$ cat src/rtl/cla_pipe_adder.sv
// Pipelined carry-lookahead adder/subtractor: one BLOCK-bit lookahead group is resolved per stage.
// Optional packed-BCD mode (dec=1) is compiled in when CLA_PIPE_BCD_EN is defined.
module cla_pipe_adder #(
    parameter int WIDTH = 16,
    parameter int BLOCK = 4
) (
    input  logic             clk,
    input  logic             rst,
    input  logic             in_valid,
    output logic             in_ready,
    input  logic [WIDTH-1:0] a,
    input  logic [WIDTH-1:0] b,
    input  logic             cin,
    input  logic             sub,
    input  logic             dec,
    output logic             out_valid,
    input  logic             out_ready,
    output logic [WIDTH-1:0] sum,
    output logic             cout,
    output logic             ovf,
    output logic             neg,
    output logic             zero
);
    localparam int STAGES = WIDTH / BLOCK;

    // One pipeline slot: operands travel with the partially built sum and the inter-group carry.
    typedef struct packed {
        logic [WIDTH-1:0] a;
        logic [WIDTH-1:0] b;
        logic [WIDTH-1:0] s;
        logic             c;
        logic             c_msb;
`ifdef CLA_PIPE_BCD_EN
        logic             dec;
        logic             sub;
`endif
    } slot_t;

    typedef struct packed {
        logic [BLOCK-1:0] s;
        logic             c;
        logic             c_msb;
    } grp_t;

    function automatic grp_t bin_group(input logic [BLOCK-1:0] ga, input logic [BLOCK-1:0] gb,
                                       input logic gc);
        grp_t             r;
        logic [BLOCK-1:0] g;
        logic [BLOCK-1:0] p;
        logic [BLOCK:0]   c;
        logic             gg;
        logic             pp;
        g    = ga & gb;
        p    = ga ^ gb;
        c    = '0;
        c[0] = gc;
        for (int i = 0; i < BLOCK; i++) begin
            gg = 1'b0;
            pp = 1'b1;
            for (int j = i; j >= 0; j--) begin
                gg = gg | (pp & g[j]);
                pp = pp & p[j];
            end
            c[i+1] = gg | (pp & gc);
        end
        r.s     = p ^ c[BLOCK-1:0];
        r.c     = c[BLOCK];
        r.c_msb = c[BLOCK-1];
        return r;
    endfunction

`ifdef CLA_PIPE_BCD_EN
    // Digit carries ripple inside the group; gb is already ~B when subtracting.
    function automatic grp_t bcd_group(input logic [BLOCK-1:0] ga, input logic [BLOCK-1:0] gb,
                                       input logic gc, input logic gsub);
        grp_t       r;
        logic [4:0] ds;
        logic       dc;
        r  = '0;
        dc = gc;
        for (int d = 0; d < BLOCK / 4; d++) begin
            ds = {1'b0, ga[d*4 +: 4]} + {1'b0, gb[d*4 +: 4]} + {4'b0, dc};
            if (gsub) begin
                dc = ds[4];
                if (!ds[4]) ds[3:0] = ds[3:0] - 4'd6;
            end else if (ds > 5'd9) begin
                ds = ds + 5'd6;
                dc = 1'b1;
            end else begin
                dc = 1'b0;
            end
            r.s[d*4 +: 4] = ds[3:0];
        end
        r.c     = dc;
        r.c_msb = dc;
        return r;
    endfunction
`endif

    slot_t             head;
    slot_t             stage_in [STAGES];
    slot_t             stage_d  [STAGES];
    slot_t             stage_q  [STAGES];
    slot_t             last;
    logic [STAGES-1:0] valid_d;
    logic [STAGES-1:0] valid_q;
    logic              adv;

    assign adv      = !out_valid || out_ready;
    assign in_ready = adv;

    always_comb begin
        head   = '0;
        head.a = a;
        head.b = sub ? ~b : b;
        head.c = cin;
`ifdef CLA_PIPE_BCD_EN
        head.dec = dec;
        head.sub = sub;
`endif
    end

    always_comb begin
        stage_in[0] = head;
        valid_d[0]  = in_valid;
        for (int k = 1; k < STAGES; k++) begin
            stage_in[k] = stage_q[k-1];
            valid_d[k]  = valid_q[k-1];
        end
    end

    // NOTE: blocking assignments in combinational blocks, and every output given a value up front so no latch is inferred.
    always_comb begin
        grp_t grp;
        grp = '0;
        for (int k = 0; k < STAGES; k++) begin
            stage_d[k] = stage_in[k];
            grp = bin_group(stage_in[k].a[k*BLOCK +: BLOCK], stage_in[k].b[k*BLOCK +: BLOCK],
                            stage_in[k].c);
`ifdef CLA_PIPE_BCD_EN
            if (stage_in[k].dec)
                grp = bcd_group(stage_in[k].a[k*BLOCK +: BLOCK], stage_in[k].b[k*BLOCK +: BLOCK],
                                stage_in[k].c, stage_in[k].sub);
`endif
            stage_d[k].s[k*BLOCK +: BLOCK] = grp.s;
            stage_d[k].c                   = grp.c;
            stage_d[k].c_msb               = grp.c_msb;
        end
    end

    // NOTE: non-blocking assignments for all registered state.
    always_ff @(posedge clk) begin
        if (rst) begin
            valid_q <= '0;
        end else if (adv) begin
            valid_q <= valid_d;
        end
    end

    // NOTE: datapath slots are not reset; their contents are ignored while the matching valid bit is low.
    always_ff @(posedge clk) begin
        if (adv) begin
            for (int k = 0; k < STAGES; k++) stage_q[k] <= stage_d[k];
        end
    end

    assign last      = stage_q[STAGES-1];
    assign out_valid = valid_q[STAGES-1];
    assign sum       = out_valid ? last.s : '0;
    assign cout      = out_valid && last.c;
    assign neg       = sum[WIDTH-1];
    assign zero      = out_valid && (last.s == '0);
`ifdef CLA_PIPE_BCD_EN
    assign ovf = out_valid && !last.dec && (last.c ^ last.c_msb);
`else
    assign ovf = out_valid && (last.c ^ last.c_msb);
    logic dec_unused;
    assign dec_unused = dec;
`endif

    logic [2*WIDTH-1:0] operands_unused;
    assign operands_unused = {last.a, last.b};

endmodule

$ cat config.mk
export PLATFORM = sky130hd
export DESIGN_NAME = cla_pipe_adder
export DESIGN_NICKNAME = d
export VERILOG_FILES = /design/src/rtl/cla_pipe_adder.sv
export SDC_FILE = /design/constraint.sdc
export NUM_CORES = 1
export LEC_CHECK = 0
export CORE_MARGIN = 2
export CORE_UTILIZATION = 31
export CTS_CLUSTER_SIZE = 28
export DETAILED_ROUTE_END_ITERATION = 10
export DONT_BUFFER_PORTS = 1
export PLACE_DENSITY = 0.5
export SYNTH_ARGS = -nofsm -noshare
export SYNTH_HDL_FRONTEND = slang
export SYNTH_SLANG_ARGS = --single-unit
export TNS_END_PERCENT = 100
$ cat constraint.sdc
create_clock -name clk -period 2.06 [get_ports clk]
set_input_delay 0.412 -clock clk [delete_from_list [all_inputs] [get_ports clk]]
set_output_delay 0.412 -clock clk [all_outputs]
set_load 0.02 [all_outputs]
=== Yosys cells after proc, flatten, opt, wreduce, memory -nomap -nowiden ===
Memory sizes are Yosys's and may differ from the RTL's.
Index checks and enable logic that the tools add are counted.
W data, S select, Z words.

* Shift operators: 0
* Reductions and logical operators: 6
* Bitwise operators: 118
* $lt $le $gt $ge: 0
* Divide/modulo/power cells: 0
* Eq/ne operators: 0
* $mul: 0
* Multiplexer cells: 4
* Add/subtract/negate cells: 0

{| class="wikitable"
|+ Operators by type and width
! cell !! number
|-
| $and A1 B1 Y1 || 64
|-
| $or A1 B1 Y1 || 40
|-
| $mux W16 || 2
|-
| $xor A4 B4 Y4 || 8
|-
| $and A4 B4 Y4 || 4
|-
| $logic_not A16 Y1 || 1
|-
| $not A16 Y16 || 1
|-
| $logic_and A1 B1 Y1 || 3
|-
| $mux W1 || 2
|-
| $logic_not A1 Y1 || 1
|-
| $logic_or A1 B1 Y1 || 1
|-
| $xor A1 B1 Y1 || 1
|}

* Memory bits (read-only): 0
* Register bits after elaboration: 4
* Memories kept: 1
* Word-level logic and storage cells: 130
* Bits in writable memories: 200
* Input bits: 39
* Bits in latches: 0
* Output and inout bits: 22

{| class="wikitable"
|+ Memory list
! memory !! depth !! bits a word !! rd ports !! clocked after Yosys merged registers in !! write ports !! line !! source
|-
| stage_q || 4 || 50 || 4 || 0 || 4 || 103 || <nowiki>slot_t stage_q [STAGES];</nowiki>
|}

=== Longest topological paths before layout ===
Gate-level depths: netlist of run 1.

* Depth in word-level cells: 8
* Depth in mapped cells: 7
* Gate-level depth less buffers: 5

=== Least setup slack after synthesis of run 1 ===
OpenSTA, ideal clock, no wires.

* Kind: input to register
* From: input out_ready
* To: register valid_q[0]
* Path buffers: 1
* Required time: 1.941 ns
* Setup time: 0.119 ns
* Arrival time: 2.066 ns
* Cell stages on the path: 4
* Slack: -0.125 ns
* Path through: nand2b_1 > buf_2 > mux2i_1 > nor2_1

* Longest elaborated chain between the ends: 1

{| class="wikitable"
|+ RTL lines
! element !! line !! source
|-
| from (decl) || 17 || <nowiki>input logic out_ready,</nowiki>
|-
| $logic_or A1 B1 Y1 || 109 || <nowiki>assign adv = !out_valid || out_ready;</nowiki>
|-
| named net in_ready || 10 || <nowiki>output logic in_ready,</nowiki>
|-
| to (signal assigned) || 156 || <nowiki>valid_q <= valid_d;</nowiki>
|-
| to (decl) || 106 || <nowiki>logic [STAGES-1:0] valid_q;</nowiki>
|}

The timed path passes the listed nets, and every way through them passes these cells.
A chain may end at the register's enable or synchronous reset.

==> results.sh, run 1 <==
export IMPL_status="complete, no violations"
export IMPL_place_gp_congestion=0.704
export IMPL_clk_pin_slew_worst_paths_ns=0.06
export IMPL_r2r_start="stage_q[0][22]$_DFFE_PP_"
export IMPL_final_layout_size_suffix_gt1_frac=0.142
export IMPL_areaGrowthSynthToFinish_pct=14.2
export IMPL_fin_crit_sh=0.940
export IMPL_grt_pass1_vias=1578
export IMPL_stdcell_area_sq_um=4400
export IMPL_p_leak_uw=0.00171
export IMPL_cp_start_kind="flop"
export IMPL_seq_area_frac_synth=0.745
export IMPL_worstSkewPairLatency_ns=0.33
export IMPL_clk_path_buf_depth=2
export IMPL_crit_path_max_fanout=2
export IMPL_async_flop_share=0
export IMPL_synth_cell_type_count=25
export IMPL_dieHeight_um=115
export IMPL_grt_use_met2=0.112
export IMPL_ir_drop_mv=0.581
export IMPL_critPathMaxStageDelay_ns=0.42
export IMPL_crit_family="simple AND/OR/NAND/NOR gates"
export IMPL_cts_buffers=9
export IMPL_hold_viol=0
export IMPL_layout_nets=280
export IMPL_endpoint_kind="output pin"
export IMPL_htree_levels=3
export IMPL_grt_max_degree=27
export IMPL_drv_slew=0
export IMPL_post_dp_cell_area_sq_um=4110
export IMPL_synth_warnings=0
export IMPL_final_common_cell="edfxtp_1"
export IMPL_final_cell_mix="edfxtp_1, xor2_1, ha_1"
export IMPL_finalSetupViolCount=0
export IMPL_grtUsageTotal=0.0802
export IMPL_dieArea_sq_um=13300
export IMPL_ys_ff_latch=97
export IMPL_drt_total_wl_um=4940
export IMPL_grt_pass1_wl_um=7830
export IMPL_root_buffer="clkbuf_16"
export IMPL_numPortBuffers=0
export IMPL_drcViolationCount=0
export IMPL_syn_avg_cell_area_sq_um=18.4
export IMPL_max_freq_mhz=516
export IMPL_worst_pin_slew_ns=0.434
export IMPL_switchingPower_uw=941
export IMPL_vias=1558
export IMPL_start_util=0.320
export IMPL_min_delay_start="rst"
export IMPL_slew_headroom=0.711
export IMPL_maxCapViolations=0
export IMPL_worst_path_buf_inv=1
export IMPL_worstPathCellList="nor4b_4 -> nand4_1 -> nor4_2 -> buf_4"
export IMPL_skew_ns=0.00492
export IMPL_synth_edf_count=93
export IMPL_switching_share=0.203
export IMPL_crit_type="reg2out"
export IMPL_critPathSlowestCell="edfxtp_1"
export IMPL_syn_num_nets=269
export IMPL_fin_hold_ws_ns=0.146
export IMPL_rsz0062_at_grt="yes"
export IMPL_grtUsageMet3=0.0329
export IMPL_grtUsageMet1=0.105
export IMPL_fin_util=0.365
export IMPL_dpl_cell_count=378
export IMPL_crit_required_ns=1.65
export IMPL_via_per_inst=3.96
export IMPL_cts_sinks=97
export IMPL_drtPass1Iterations=4
export IMPL_powerDensity_nw_per_um2=1060
export IMPL_drt_iter0_drc=64
export IMPL_coreArea_sq_um=12100
export IMPL_arrival_ns=1.52
export IMPL_cts_tree="built"
export IMPL_ant_nets=0
export IMPL_antenna_found_initial=0
export IMPL_postCtsHoldBufs=0
export IMPL_seq_power_share=0.601
export IMPL_synth_flop_cell="edfxtp_1"
export IMPL_critPathLaunch="stage_q[3][16]$_DFFE_PP_"
export IMPL_final_cells=393
export IMPL_num_io_pins=61
export IMPL_fin_crit_ns=1.94
export IMPL_rows=40
export IMPL_power_uw=4650
export IMPL_p_int_uw=3710
export IMPL_hold_path_class="in2reg"
export IMPL_die_w_um=115
export IMPL_wl_per_cell_um=12.6
export IMPL_hpwlAfterDp_um=3550
export IMPL_synth_area_sq_um=3850
export IMPL_synthCells=210
export IMPL_p_clk_frac=0.328
export IMPL_busiest_layer="met2"
export IMPL_overflow=0
export IMPL_p_comb_frac=0.070
export IMPL_diodes=0
## path summary, 6_finish.rpt
| check | to | slack, ns | cells past startpoint |
|---|---|---|---|
| max | zero | 0.12 | 4 |
| min reg2reg | stage_q[2][31]$_DFFE_PP_ | 0.41 | 0 |
| min | valid_q[3]$_SDFFE_PP0P_ | 0.15 | 1 |
| max reg2reg | stage_q[1][1]$_DFFE_PP_ | 0.43 | 4 |
## cells by family (layout without fill, tap and decap cells)
logic type,after synthesis,after routing,synth area share
DFF,97,97,0.745
and+or+nand+nor,30,30,0.0529
xor gates and xnor gates,29,29,0.0659
adders and majority gates,20,20,0.0727
AOI/OAI and AO/OA,20,20,0.0390
buffers and inverters,11,26,0.0162
muxes,3,3,0.00779
## stage by stage
step                TNS (ns)  setup slack (ns)
floorplan                  0            0.0594
global placement           0             0.337
detailed placement         0             0.331
CTS                        0           0.00718
global route         -0.0667           -0.0667
finish                     0             0.123
## synthesized netlist by cell type, types with 4 or more instances
cell type	instances	share of area
a21o_1	10	0.019
a21oi_1	4	0.0052
and2_1	12	0.019
and2_2	6	0.012
dfxtp_1	4	0.021
edfxtp_1	93	0.72
fa_1	4	0.021
ha_1	16	0.052
inv_1	5	0.0049
nor2_1	6	0.0058
xnor2_1	4	0.0091
xor2_1	25	0.057
## registers in the layout (all words and copies together), names as in the netlist
name     cells
stage_q     93
valid_q      4
## routing by layer
metal	share of wire	vias up
met2	0.43	47
met3	0.070	8
met4	0.026	0
li1	-	797
met1	0.48	706
met5	0	-
## power groups by stage
stage          Sequential (uW)  Clock [uW]  Combinational [uW]
2_1_floorplan             2760           0                 279
6_report                  2790        1530                 327
5_1_grt                   2840        1670                 386
3_5_place_dp              2830           0                 329
3_3_place_gp              2820           0                 324
4_1_cts                   2790        1590                 331
## repair_timing
item | 4_1_cts | 5_1_grt
buffers inserted | 0 | 0
endpoints found under the hold margin | 0 | 0
gates resized for setup | 0 | 2
setup endpoints to repair | 0 | 1
## cell type report
type | count | area [sq um]
repair buffers | 6 | 82.6
clock inverters | 6 | 50.0
well taps | 168 | 210
fillers | 1117 | 7660
flip-flops and latches | 97 | 2870
inverters | 5 | 18.8
clock buffers | 9 | 225
multi-input cells | 102 | 941
(Power assumes the default switching activity.)
==> run 2, diff against run 1 <==
--- a/config.mk
+++ b/config.mk
@@ -10,6 +10,7 @@
 export CTS_CLUSTER_SIZE = 28
 export DETAILED_ROUTE_END_ITERATION = 10
 export DONT_BUFFER_PORTS = 1
+export GPL_TIMING_DRIVEN = 0
 export PLACE_DENSITY = 0.5
 export SYNTH_ARGS = -nofsm -noshare
 export SYNTH_HDL_FRONTEND = slang
==> run 2 against run 1 <==
Via count up 2.2%; highest routed layer unchanged; first-iteration DRC count decreased by 23%; sequential share of layout area grew 0.46 points; critical endpoint unchanged; sequential cell count unchanged; critical path depth unchanged; largest cell class unchanged; largest power group unchanged; global-route usage is 0.34 points higher; clock skew increased by 0.0012 ns; worst setup slack worse by 0.020 ns.
==> results.sh, run 2 (synthesized netlist as in run 1, its figures left out) <==
export IMPL_status="complete, no violations"
export IMPL_n_fill_cell=1120
export IMPL_largest_register_ff_count=93
export IMPL_fin_crit_sh=0.950
export IMPL_die_w_um=115
export IMPL_hpwlAfterDp_um=3500
export IMPL_multiInputGateArea_sq_um=933
export IMPL_crit_path_max_fanout=8
export IMPL_grt_max_degree=99
export IMPL_grtUsageTotal=0.0837
export IMPL_drv_slew=0
export IMPL_antenna_found_initial=0
export IMPL_root_buffer="clkbuf_16"
export IMPL_drcViolationCount=0
export IMPL_coreArea_sq_um=12100
export IMPL_top_regs="stage_q x93, valid_q x4"
export IMPL_fin_hold_ws_ns=0.138
export IMPL_dieHeight_um=115
export IMPL_finalSetupViolCount=0
export IMPL_crit_required_ns=1.65
export IMPL_wl_per_cell_um=13.0
export IMPL_worst_pin_slew_ns=0.882
export IMPL_grt_pass1_vias=1570
export IMPL_hold_viol=0
export IMPL_fin_util=0.363
export IMPL_powerDensity_nw_per_um2=1070
export IMPL_cts_buffers=9
export IMPL_grt_pass1_wl_um=8090
export IMPL_clk_pin_slew_worst_paths_ns=0.06
export IMPL_p_leak_uw=0.00170
export IMPL_crit_type="reg2out"
export IMPL_max_freq_mhz=511
export IMPL_slew_headroom=0.412
export IMPL_cts_sinks=97
export IMPL_rsz0062_at_grt="yes"
export IMPL_worstSkewPairLatency_ns=0.33
export IMPL_final_layout_size_suffix_gt1_frac=0.150
export IMPL_ir_drop_mv=0.419
export IMPL_dieArea_sq_um=13300
export IMPL_hold_path_class="in2reg"
export IMPL_drtPass1Iterations=4
export IMPL_arrival_ns=1.54
export IMPL_endpoint_kind="output pin"
export IMPL_rows=40
export IMPL_num_io_pins=61
export IMPL_final_common_cell="edfxtp_1"
export IMPL_layout_nets=281
export IMPL_seqCellArea_sq_um=2880
export IMPL_areaGrowthSynthToFinish_pct=13.5
export IMPL_overflow=0
export IMPL_maxCapViolations=0
export IMPL_fin_crit_ns=1.96
export IMPL_diodes=0
export IMPL_final_cell_mix="edfxtp_1, xor2_1, ha_1"
export IMPL_place_gp_congestion=0.640
export IMPL_numPortBuffers=0
export IMPL_htree_levels=3
export IMPL_drt_iter0_drc=49
export IMPL_vias=1592
export IMPL_start_util=0.320
export IMPL_cp_start_kind="flop"
export IMPL_via_per_inst=4.04
export IMPL_largest_register="stage_q"
export IMPL_drt_total_wl_um=5110
export IMPL_cts_tree="built"
export IMPL_ant_nets=0
export IMPL_clk_path_buf_depth=2
export IMPL_skew_ns=0.00612
==> run 2: area by class of cell <==
class | instances | share of cell area
Multi-Input combinational cell | 102 | 0.213
Buffer | 6 | 0.0114
Clock inverter | 3 | 0.00972
Inverter | 5 | 0.00429
Tap cell | 168 | 0.0480
Clock buffer | 12 | 0.0540
Timing Repair Buffer | 1 | 0.00172
Sequential cell | 97 | 0.657
==> run 2: critical path: stages (launching register included) <==
cell and delay [ns]:
dfxtp_4 0.39, buf_6 0.13, nor4b_4 0.20, nand4_1 0.18, nor4_4 0.31
==> run 2: worst paths after layout <==
| kind | slack [ns] | startpoint | to | cells past startpoint |
|---|---|---|---|---|
| max | 0.10 | valid_q[3]$_SDFFE_PP0P_ | zero | 4 |
| min | 0.14 | rst | valid_q[3]$_SDFFE_PP0P_ | 1 |
| max reg2reg | 0.44 | stage_q[0][22]$_DFFE_PP_ | stage_q[1][1]$_DFFE_PP_ | 4 |
| min reg2reg | 0.42 | stage_q[1][46]$_DFFE_PP_ | stage_q[2][46]$_DFFE_PP_ | 0 |
==> run 2: routing by layer <==
layer  share of wire  vias up  track usage  wire [um]
met2            0.44       52        0.115       2240
li1                -      797            -          -
met1            0.46      736        0.108       2360
met3           0.080        7       0.0429        410
met5               0        -            0          0
met4           0.021        0       0.0434        107
==> run 2: power breakdown <==
group	leakage [uW]	internal, uW	switching, uW	total [uW]
clock network	0.000133	932	632	1560
logic	0.000546	165	176	341
registers	0.00102	2620	161	2790
total	0.00170	3720	970	4690
==> run 2: repair_timing <==
action | in CTS | in global routing
resized for setup | 5 | 0
buffers inserted | 0 | 1
hold buffers | 0 | 0
endpoints found under the setup margin | 2 | 1
pin swaps | 3 | 2
==> run 2: metrics by stage <==
stage	setup slack [ns]	instance area, sq um	setup TNS, ns	power, uW	cells
floorplan	0.0594	3860	0	3040	210
global placement	-0.0477	4070	-0.0869	3150	378
detailed placement	-0.0461	4070	-0.0838	3170	378
CTS	-0.0239	4370	-0.0239	4770	393
global route	-0.0305	4380	-0.0305	4940	394
finish	0.104	4380	0	4690	394
==> run 3, diff against run 2 <==
--- a/config.mk
+++ b/config.mk
@@ -5,7 +5,7 @@
 export SDC_FILE = /design/constraint.sdc
 export NUM_CORES = 1
 export LEC_CHECK = 0
-export CORE_MARGIN = 2
+export CORE_MARGIN = 4
 export CORE_UTILIZATION = 31
 export CTS_CLUSTER_SIZE = 28
 export DETAILED_ROUTE_END_ITERATION = 10
==> run 3 against run 2 <==
Global-route usage shrank 0.77 points; clock skew about the same; sequential cell count did not move; first-iteration DRC count up 20%; critical path type unchanged; largest cell class unchanged.
==> results.sh, run 3 (synthesized netlist as in run 1, its figures left out) <==
export IMPL_switchingPower_uw=1010
export IMPL_htree_levels=3
export IMPL_grt_pass1_wl_um=8270
export IMPL_top_regs="stage_q x93, valid_q x4"
export IMPL_status="complete, no violations"
export IMPL_grt_pass1_vias=1633
export IMPL_wl_per_cell_um=13.2
export IMPL_powerDensity_nw_per_um2=1060
export IMPL_grt_max_degree=99
export IMPL_rsz0062_at_grt="yes"
export IMPL_endpoint_kind="output pin"
export IMPL_coreArea_sq_um=12100
export IMPL_final_layout_size_suffix_gt1_frac=0.159
export IMPL_cts_buffers=9
export IMPL_drtPass1Iterations=4
export IMPL_crit_family="simple AND/OR/NAND/NOR gates"
export IMPL_antenna_found_initial=0
export IMPL_worstSkewPairLatency_ns=0.33
export IMPL_p_clk_frac=0.325
export IMPL_n_fill_cell=1167
export IMPL_worst_path_buf_inv=1
export IMPL_ir_drop_mv=0.308
export IMPL_root_buffer="clkbuf_16"
export IMPL_setup_tns_final_ns=0
export IMPL_die_w_um=119
export IMPL_diodes=0
export IMPL_p_leak_uw=0.00169
export IMPL_dieArea_sq_um=14300
export IMPL_crit_type="reg2out"
export IMPL_skew_ns=0.00608
export IMPL_drt_iter0_drc=59
export IMPL_seq_power_share=0.603
export IMPL_cts_tree="built"
export IMPL_drt_total_wl_um=5230
export IMPL_rows=40
export IMPL_hold_viol=0
export IMPL_start_util=0.318
export IMPL_grtUsageTotal=0.0759
export IMPL_p_int_uw=3610
export IMPL_numPortBuffers=0
export IMPL_switching_share=0.219
export IMPL_largest_register="stage_q"
export IMPL_worst_pin_slew_ns=0.897
export IMPL_largest_register_ff_count=93
export IMPL_place_gp_congestion=0.626
export IMPL_drv_slew=0
export IMPL_final_cell_mix="edfxtp_1, xor2_1, ha_1"
export IMPL_critPathMaxStageDelay_ns=0.40
export IMPL_via_per_inst=3.97
export IMPL_num_io_pins=61
export IMPL_maxCapViolations=0
export IMPL_slew_headroom=0.402
export IMPL_clk_path_buf_depth=2
export IMPL_layout_nets=281
export IMPL_p_comb_frac=0.071
export IMPL_fin_util=0.361
export IMPL_ant_nets=0
export IMPL_fin_crit_ns=2.06
export IMPL_fin_crit_sh=0.998
export IMPL_finalSetupViolCount=0
export IMPL_postCtsHoldBufs=0
export IMPL_areaGrowthSynthToFinish_pct=13.3
export IMPL_worstPathCellList="buf_6 -> nor4b_4 -> nand4_1 -> nor4_4"
export IMPL_drcViolationCount=0
export IMPL_cts_sinks=97
export IMPL_dieHeight_um=119
export IMPL_overflow=0
export IMPL_final_common_cell="edfxtp_1"
export IMPL_crit_path_max_fanout=5
export IMPL_vias=1568
export IMPL_arrival_ns=1.64
export IMPL_cp_start_kind="flop"
export IMPL_hpwlAfterDp_um=3510
export IMPL_max_freq_mhz=486
export IMPL_hold_path_class="in2reg"
export IMPL_crit_required_ns=1.65
export IMPL_clk_pin_slew_worst_paths_ns=0.06
export IMPL_critPathSlowestCell="dfxtp_4"
-- run 3: changes by cell type in the layout (fill, tap and decap cells not counted) --
| cell | change |
|---|---|
| clkinv_4 | +1 |
| clkinv_2 | -1 |
| bufinv_16 | -1 |
| clkinvlp_4 | +2 |
| buf_4 | -1 |
| inv_6 | +1 |
| clkbuf_1 | -1 |
| buf_2 | +1 |
-- run 3: path summary, 6_finish.rpt --
kind / from / end / slack (ns) / cells past startpoint
max: valid_q[3]$_SDFFE_PP0P_ / zero / 0.004 / 4
min: rst / valid_q[3]$_SDFFE_PP0P_ / 0.14 / 1
max reg2reg: stage_q[0][22]$_DFFE_PP_ / stage_q[1][1]$_DFFE_PP_ / 0.45 / 4
min reg2reg: stage_q[2][10]$_DFFE_PP_ / stage_q[3][10]$_DFFE_PP_ / 0.42 / 0
-- run 3: layout make-up --
cell class	instances	area, sq um	share of cell area
sequential	97	2880	0.659
multi-input combinational	102	933	0.214
clock buffer	11	233	0.0533
tap	168	210	0.0481
buffer	6	50.0	0.0115
clock inverter	5	40.0	0.00917
inverter	5	18.8	0.00430
timing repair buffer	1	5.00	0.00115
-- run 3: stage by stage --
step           area [sq um]  hold slack (ns)  instances  worst slack (ns)  total power, uW
2_1_floorplan          3860            0.400        210            0.0594             3040
6_report               4370            0.138        395           0.00434             4620
4_1_cts                4350            0.129        394            -0.136             4710
5_1_grt                4370            0.115        395            -0.117             4870
3_5_place_dp           4070            0.405        378           -0.0351             3170
3_3_place_gp           4070            0.405        378           -0.0350             3150
-- run 3: power groups by stage --
stage | Clock [uW] | Combinational (uW) | Sequential (uW)
2_1_floorplan | 0 | 279 | 2760
3_3_place_gp | 0 | 332 | 2820
3_5_place_dp | 0 | 338 | 2830
4_1_cts | 1570 | 341 | 2790
5_1_grt | 1650 | 385 | 2830
6_report | 1500 | 329 | 2790
-- run 3: per-layer routing --
metal,vias up,global-route usage,routed length (um)
met5,-,0,0
met4,0,0.0408,90
met3,5,0.0358,423
met2,46,0.105,2330
met1,719,0.0984,2380
li1,798,-,-
-- run 3: what timing repair did --
item / 4_1_cts / 5_1_grt
resized for setup: 2 / 3
setup buffers: 0 / 0
cloned: 0 / 1
pin swaps: 0 / 3
setup endpoints to repair: 2 / 2
